--- src/rtl/logic_arbiter_pkg.sv ---
// alu_pkg: shared types and constants for the logic arbiter slice.
//   ALU_WIDTH   - default operand/result width of the shared logic unit
//   logic_sel_t - logic unit operation select encoding
//   arb_state_t - arbiter sequencer states
package alu_pkg;

    localparam int unsigned ALU_WIDTH = 8;

    typedef enum logic [1:0] {
        LOGIC_AND = 2'd0,
        LOGIC_OR  = 2'd1,
        LOGIC_XOR = 2'd2,
        LOGIC_NOT = 2'd3
    } logic_sel_t;

    typedef enum logic [1:0] {
        IDLE = 2'd0,
        EXEC = 2'd1,
        RESP = 2'd2
    } arb_state_t;

endpackage

--- src/rtl/logic_arbiter_if.sv ---
// logic_arbiter_if: bundles the two request channels, the logic unit
// operand/result bus and the response channel of the arbiter.
//   slave  - arbiter view (drives readies, lu_* operands, response, busy)
//   master - client/datapath view (drives requests, lu_out, rsp_ready)
interface logic_arbiter_if import alu_pkg::*; #(
    parameter int unsigned WIDTH = ALU_WIDTH
) ();

    logic             req0_valid;
    logic             req0_ready;
    logic [WIDTH-1:0] req0_a;
    logic [WIDTH-1:0] req0_b;
    logic [1:0]       req0_sel;

    logic             req1_valid;
    logic             req1_ready;
    logic [WIDTH-1:0] req1_a;
    logic [WIDTH-1:0] req1_b;
    logic [1:0]       req1_sel;

    logic [WIDTH-1:0] lu_a;
    logic [WIDTH-1:0] lu_b;
    logic [1:0]       lu_sel;
    logic [WIDTH-1:0] lu_out;

    logic             rsp_valid;
    logic             rsp_ready;
    logic [WIDTH-1:0] rsp_data;
    logic             rsp_id;

    logic             busy;

    modport slave (
        input  req0_valid, req0_a, req0_b, req0_sel,
        output req0_ready,
        input  req1_valid, req1_a, req1_b, req1_sel,
        output req1_ready,
        output lu_a, lu_b, lu_sel,
        input  lu_out,
        output rsp_valid, rsp_data, rsp_id,
        input  rsp_ready,
        output busy
    );

    modport master (
        output req0_valid, req0_a, req0_b, req0_sel,
        input  req0_ready,
        output req1_valid, req1_a, req1_b, req1_sel,
        input  req1_ready,
        input  lu_a, lu_b, lu_sel,
        output lu_out,
        input  rsp_valid, rsp_data, rsp_id,
        output rsp_ready,
        input  busy
    );

endinterface

--- src/rtl/logic_arbiter_rr_grant2.sv ---
// rr_grant2: combinational two-way round-robin pick.
//   valid0, valid1 - request pending flags
//   last_id        - most recently granted requester
//   gnt_id         - chosen requester
//   gnt_valid      - at least one requester is pending
module rr_grant2 (
    input  logic valid0,
    input  logic valid1,
    input  logic last_id,
    output logic gnt_id,
    output logic gnt_valid
);

    always_comb begin
        gnt_valid = valid0 | valid1;
        // A tie alternates away from the last winner; a lone requester
        // wins outright (gnt_id = 1 only when requester 1 is the sole one).
        if (valid0 && valid1) begin
            gnt_id = ~last_id;
        end else begin
            gnt_id = valid1;
        end
    end

endmodule

--- src/rtl/logic_arbiter.sv ---
// logic_arbiter: round-robin arbiter/sequencer sharing one logic unit
// between two requesters.
//   clk   - system clock, rising edge
//   rst_n - asynchronous active-low reset
//   bus   - slave view of logic_arbiter_if: two valid/ready request
//           channels, registered lu_a/lu_b/lu_sel operands, lu_out result
//           input, valid/ready response channel tagged with rsp_id, busy.
// Flow: IDLE (accept one op) -> EXEC (unit settles, result captured)
//       -> RESP (hold response until rsp_ready) -> IDLE.
module logic_arbiter import alu_pkg::*; #(
    parameter int unsigned WIDTH = ALU_WIDTH
) (
    input  logic clk,
    input  logic rst_n,
    logic_arbiter_if.slave bus
);

    arb_state_t       state_q;
    arb_state_t       state_d;

    logic             gnt_id;
    logic             gnt_valid;
    logic             offer;
    logic             last_id_q;
    logic             gnt_id_q;

    logic [WIDTH-1:0] lu_a_q;
    logic [WIDTH-1:0] lu_b_q;
    logic [1:0]       lu_sel_q;

    logic             rsp_valid_q;
    logic [WIDTH-1:0] rsp_data_q;
    logic             rsp_id_q;

    rr_grant2 u_grant (
        .valid0    (bus.req0_valid),
        .valid1    (bus.req1_valid),
        .last_id   (last_id_q),
        .gnt_id    (gnt_id),
        .gnt_valid (gnt_valid)
    );

    // Readiness is offered only in IDLE and is held off while reset is
    // asserted, even though the state register already reads IDLE then.
    assign offer          = rst_n && (state_q == IDLE) && gnt_valid;
    assign bus.req0_ready = offer && !gnt_id;
    assign bus.req1_ready = offer &&  gnt_id;

    always_comb begin
        state_d = state_q;
        unique case (state_q)
            IDLE: if (offer)         state_d = EXEC;
            EXEC:                    state_d = RESP;
            RESP: if (bus.rsp_ready) state_d = IDLE;
            default:                 state_d = IDLE;
        endcase
    end

    always_ff @(posedge clk or negedge rst_n) begin
        if (!rst_n) begin
            state_q     <= IDLE;
            last_id_q   <= 1'b1;
            gnt_id_q    <= 1'b0;
            lu_a_q      <= '0;
            lu_b_q      <= '0;
            lu_sel_q    <= '0;
            rsp_valid_q <= 1'b0;
            rsp_data_q  <= '0;
            rsp_id_q    <= 1'b0;
        end else begin
            state_q <= state_d;

            if (offer) begin
                gnt_id_q  <= gnt_id;
                last_id_q <= gnt_id;
                if (gnt_id) begin
                    lu_a_q   <= bus.req1_a;
                    lu_b_q   <= bus.req1_b;
                    lu_sel_q <= bus.req1_sel;
                end else begin
                    lu_a_q   <= bus.req0_a;
                    lu_b_q   <= bus.req0_b;
                    lu_sel_q <= bus.req0_sel;
                end
            end

            if (state_q == EXEC) begin
                rsp_valid_q <= 1'b1;
                rsp_data_q  <= bus.lu_out;
                rsp_id_q    <= gnt_id_q;
            end else if ((state_q == RESP) && bus.rsp_ready) begin
                rsp_valid_q <= 1'b0;
            end
        end
    end

    assign bus.lu_a      = lu_a_q;
    assign bus.lu_b      = lu_b_q;
    assign bus.lu_sel    = lu_sel_q;
    assign bus.rsp_valid = rsp_valid_q;
    assign bus.rsp_data  = rsp_data_q;
    assign bus.rsp_id    = rsp_id_q;
    assign bus.busy      = (state_q != IDLE);

endmodule

--- src/flat_wrapper.sv ---
// flat-port wrapper written by rule: the top's interface ports become plain ports
module logic_arbiter_flat import alu_pkg::*;
#(
    parameter int unsigned WIDTH = ALU_WIDTH
)
  (clk, rst_n, bus_req0_valid, bus_req0_a, bus_req0_b, bus_req0_sel, bus_req0_ready, bus_req1_valid, bus_req1_a, bus_req1_b, bus_req1_sel, bus_req1_ready, bus_lu_a, bus_lu_b, bus_lu_sel, bus_lu_out, bus_rsp_valid, bus_rsp_data, bus_rsp_id, bus_rsp_ready, bus_busy);
  logic_arbiter_if #(.WIDTH(WIDTH)) bus_i ();
  input  logic clk;
  input  logic rst_n;
  input wire logic [$bits(bus_i.req0_valid)-1:0] bus_req0_valid;
  input wire logic [$bits(bus_i.req0_a)-1:0] bus_req0_a;
  input wire logic [$bits(bus_i.req0_b)-1:0] bus_req0_b;
  input wire logic [$bits(bus_i.req0_sel)-1:0] bus_req0_sel;
  output wire logic [$bits(bus_i.req0_ready)-1:0] bus_req0_ready;
  input wire logic [$bits(bus_i.req1_valid)-1:0] bus_req1_valid;
  input wire logic [$bits(bus_i.req1_a)-1:0] bus_req1_a;
  input wire logic [$bits(bus_i.req1_b)-1:0] bus_req1_b;
  input wire logic [$bits(bus_i.req1_sel)-1:0] bus_req1_sel;
  output wire logic [$bits(bus_i.req1_ready)-1:0] bus_req1_ready;
  output wire logic [$bits(bus_i.lu_a)-1:0] bus_lu_a;
  output wire logic [$bits(bus_i.lu_b)-1:0] bus_lu_b;
  output wire logic [$bits(bus_i.lu_sel)-1:0] bus_lu_sel;
  input wire logic [$bits(bus_i.lu_out)-1:0] bus_lu_out;
  output wire logic [$bits(bus_i.rsp_valid)-1:0] bus_rsp_valid;
  output wire logic [$bits(bus_i.rsp_data)-1:0] bus_rsp_data;
  output wire logic [$bits(bus_i.rsp_id)-1:0] bus_rsp_id;
  input wire logic [$bits(bus_i.rsp_ready)-1:0] bus_rsp_ready;
  output wire logic [$bits(bus_i.busy)-1:0] bus_busy;
  assign bus_i.req0_valid = bus_req0_valid;
  assign bus_i.req0_a = bus_req0_a;
  assign bus_i.req0_b = bus_req0_b;
  assign bus_i.req0_sel = bus_req0_sel;
  assign bus_req0_ready = bus_i.req0_ready;
  assign bus_i.req1_valid = bus_req1_valid;
  assign bus_i.req1_a = bus_req1_a;
  assign bus_i.req1_b = bus_req1_b;
  assign bus_i.req1_sel = bus_req1_sel;
  assign bus_req1_ready = bus_i.req1_ready;
  assign bus_lu_a = bus_i.lu_a;
  assign bus_lu_b = bus_i.lu_b;
  assign bus_lu_sel = bus_i.lu_sel;
  assign bus_i.lu_out = bus_lu_out;
  assign bus_rsp_valid = bus_i.rsp_valid;
  assign bus_rsp_data = bus_i.rsp_data;
  assign bus_rsp_id = bus_i.rsp_id;
  assign bus_i.rsp_ready = bus_rsp_ready;
  assign bus_busy = bus_i.busy;
  logic_arbiter #(.WIDTH(WIDTH)) u_core (.clk(clk), .rst_n(rst_n), .bus(bus_i));
endmodule
--- config.mk ---
export PLATFORM = sky130hd
export DESIGN_NAME = logic_arbiter_flat
export DESIGN_NICKNAME = d
export VERILOG_FILES = /design/src/rtl/logic_arbiter_pkg.sv /design/src/rtl/logic_arbiter_if.sv /design/src/rtl/logic_arbiter_rr_grant2.sv /design/src/rtl/logic_arbiter.sv /design/src/flat_wrapper.sv
export SDC_FILE = /design/constraint.sdc
export NUM_CORES = 1
export LEC_CHECK = 0
export BUFFER_PORTS_ARGS = -buffer_cell sky130_fd_sc_hd__buf_2
export CAP_MARGIN = 20
export CORE_AREA = 2 2 77 79
export DETAILED_ROUTE_END_ITERATION = 16
export DIE_AREA = 0 0 79 81
export PLACE_DENSITY = 0.59
export SYNTH_ARGS = -nofsm -noshare
export SYNTH_HDL_FRONTEND = slang
export SYNTH_SLANG_ARGS = --single-unit
--- constraint.sdc ---
create_clock -name clk -period 1.7 [get_ports clk]
set_input_delay 0 -clock clk [delete_from_list [all_inputs] [get_ports clk]]
set_output_delay 0 -clock clk [all_outputs]
set_load 0.01 [all_outputs]
==> metrics.json <==
{
  "io_buffers": 79,
  "drt-initial-drc-count": 36,
  "fp.dieArea_sq_um": 6400,
  "design.final.nets": 283,
  "clock_sink_count": 32,
  "antenna_left": 0,
  "post_drt_wl_per_cell_um": 13.1,
  "timing.final.hold_violations": 0,
  "drtPass1Iterations": 4,
  "status": "completed",
  "timing_worst_setup_path_type": "reg -> out",
  "core_region_area_sq_um": 5680,
  "total_power_w": 0.00318,
  "layoutNonFillerInstCount": 310,
  "timing.critical_path.required_ns": 1.70,
  "timing.critical_path.slowest_cell_delay_ns": 0.43,
  "power_per_cell_area_nw_per_um2": 1360,
  "die_width_um": 79,
  "first_global_vias": 1341,
  "cts_tree": "yes",
  "root_buffer": "clkbuf_8",
  "groute.usage.overall_pct": 13.0,
  "hp-class": "in -> reg",
  "wire_length_of_the_first_global_routing_pass_um": 6320,
  "placedCellCount": 275,
  "initial_util_pct": 26.4,
  "max-vdd-ir-drop_mv": 0.490,
  "synthesized_area_divided_by_synthesized_cell_count_sq_um": 12.1,
  "ctsLongestPathBuffers": 2,
  "floorplan.io_pins": 80,
  "final_design_area_no_fill_sq_um": 2330,
  "critical_path.endpoint_type": "output pin",
  "final_layout_size_suffix_gt1_share_pct": 51.1,
  "postLayoutCoreUtil_pct": 41.1,
  "remaining_drc_errors": 0,
  "grt_max_degree": 20,
  "placement_rows": 28,
  "ys_warn_count": 0,
  "ys_seq_elements": 32,
  "crit_family": "simple AND/OR/NAND/NOR gates",
  "clock_skew_ns": 0.000822,
  "cts_setup_buffers": 0,
  "cellLeakagePower_nw": 1.14,
  "yosysSeqAreaShare_pct": 53.6,
  "dpl-instance-area_sq_um": 1970,
  "layout-area-overhead-vs-synth_pct": 55.9,
  "synthesis.nets": 173,
  "worst-path-max-fanout": 15,
  "critical-path-slowest-cell": "dfrtp_1",
  "grt.overflow.total": 0,
  "worstSkewPairLatency_ns": 0.28,
  "h-tree-depth": 2,
  "final-max-slew-violation-count": 0,
  "finalWeightedCongestion": 0.785,
  "grt_setup_unrepaired": "false",
  "tritoncts_buffer_count": 5,
  "timing.final.crit_period_ns": 1.57,
  "grt_antenna_before_repair": 0,
  "timing.slew.headroom_pct": 43.9,
  "fmax_ghz": 0.635,
  "totalWireLength_um": 4060,
  "dpl.hpwl_um": 2770,
  "critPathArrivalTime_ns": 1.57,
  "detail_route.vias_per_cell": 4.51,
  "synth.lib_cells_used.distinct": 23,
  "worstPathBufferInverterCount": 2,
  "timing.max_cap.violations": 0,
  "insertedDiodeCount": 0,
  "final.period_utilization_pct": 92.6,
  "die_y_um": 81,
  "netlist_area_sq_um": 1500,
  "crit_path_start_kind": "flop",
  "cts.reportedPaths.clkPinSlew_ns": 0.07,
  "post_synth_inst_count": 124,
  "final-setup-viol-count": 0,
  "via_count": 1399,
  "worst_slew_pin_slew_ns": 0.841,
  "ordered_cell_list_for_the_critical_path": "nor3b_2 > and3_2 > buf_12 > buf_2",
  "timing.setup.tns_ns": 0
}
==> synthesized netlist by cell type <==
master	n	area share [%]
dfrtp_1	31	52
nand2_1	20	5.0
a221o_1	18	12
nor3_2	10	6.7
mux2_2	9	6.8
nor3_1	8	2.7
buf_2	4	1.3
buf_6	3	2.3
inv_1	3	0.75
a21oi_1	2	0.67
nor2b_1	2	0.84
o21a_1	2	1.0
or2_2	2	0.84
and3_1	1	0.42
buf_12	1	1.3
buf_4	1	0.50
clkbuf_1	1	0.25
dfstp_2	1	1.8
nand3b_1	1	0.50
nor3b_1	1	0.50
nor3b_2	1	0.84
o21ai_2	1	0.59
or3b_1	1	0.59
==> path summary, 6_finish.rpt <==
path	startpoint	to	slack [ns]	cells past startpoint
max in group asynchronous	rst_n	u_core.last_id_q	1.19	3
min in group asynchronous	rst_n	u_core.bus.lu_b[2]	0.26	3
worst max-delay path	u_core.state_q[0]	bus_req1_ready	0.13	4
worst max register to register	u_core.last_id_q	u_core.bus.lu_a[5]	0.21	4
worst min register to register	u_core.gnt_id_q	u_core.gnt_id_q	0.50	1
worst min-delay path	bus_req0_sel[0]	u_core.bus.lu_sel[0]	0.08	4
==> routing by layer <==
metal / track usage (%) / wire length, um / up-vias
met5: 0 / 0 / -
met4: 3.79 / 39 / 0
met3: 4.11 / 281 / 5
met2: 21.4 / 1920 / 54
met1: 16.5 / 1820 / 666
li1: - / - / 674
==> logic make-up after synthesis <==
family                 share of synthesized area (%)
and+or+nand+nor                                 18.9
DFF                                             53.6
AOI/OAI and AO/OA                               14.3
buffers and inverters                           6.44
muxes                                           6.77
==> per-stage QoR <==
step                      worst slack [ns]  hold WS [ns]
after floorplan                      0.261        -0.296
after global placement               0.200       0.00978
after detailed placement             0.180       0.00771
after CTS                           0.0218        0.0788
after global routing               0.00399        0.0926
final                                0.126        0.0840
==> report_power, final <==
group | switching, W | total (W) | leakage [nW] | internal [W]
clock network | 0.000278 | 0.000601 | 0.0510 | 0.000323
logic | 0.000592 | 0.00125 | 0.700 | 0.000656
registers | 0.000205 | 0.00133 | 0.387 | 0.00112
==> placed cells by master, fill, tap and decap left out <==
master,netlist,layout
nor2b_2,0,1
clkbuf_8,0,6
buf_2,4,79
or3b_1,1,1
o21ai_2,1,1
nand3b_1,1,1
buf_4,1,6
nor3_2,10,10
clkinv_2,0,2
nor3b_1,1,1
nor2b_1,2,1
nor3_1,8,8
a21oi_1,2,2
inv_1,3,3
dfrtp_1,31,31
dfstp_2,1,1
dlygate4sd3_1,0,27
o21a_1,2,2
or2_2,2,2
buf_12,1,1
mux2_2,9,9
nand2_1,20,20
and3_2,0,1
nor3b_2,1,1
a221o_1,18,18
==> repair_timing <==
item | in CTS | in global routing
endpoints found under the hold margin | 58 | 0
resized for setup | 0 | 1
hold buffers | 27 | 0
endpoints found under the setup margin | 0 | 1
==> sequential cells by signal, summed over array words and instances, names as in the netlist <==
register and cells:
u_core.bus.lu_a 8, u_core.bus.lu_b 8, u_core.bus.lu_sel 2, u_core.bus.rsp_data 8, u_core.bus.rsp_id 1, u_core.bus.rsp_valid 1, u_core.gnt_id_q 1, u_core.last_id_q 1
u_core.state_q 2
==> layout make-up <==
type                       count  area, sq um
fill                         566         3340
sequential                    32          802
timing repair buffer         113          731
multi-input combinational     79          602
tap                           75         93.8
clock buffer                   6         82.6
inverter                       3         11.3
clock inverter                 2         10.0
==> tightest hold or removal path, delay by kind of cell <==
family | cells | cell delay (ns)
compound gates | 1 | 0.12
buf+inv | 1 | 0.07
simple gates | 2 | 0.14
Power figures use the tool's default switching activity.
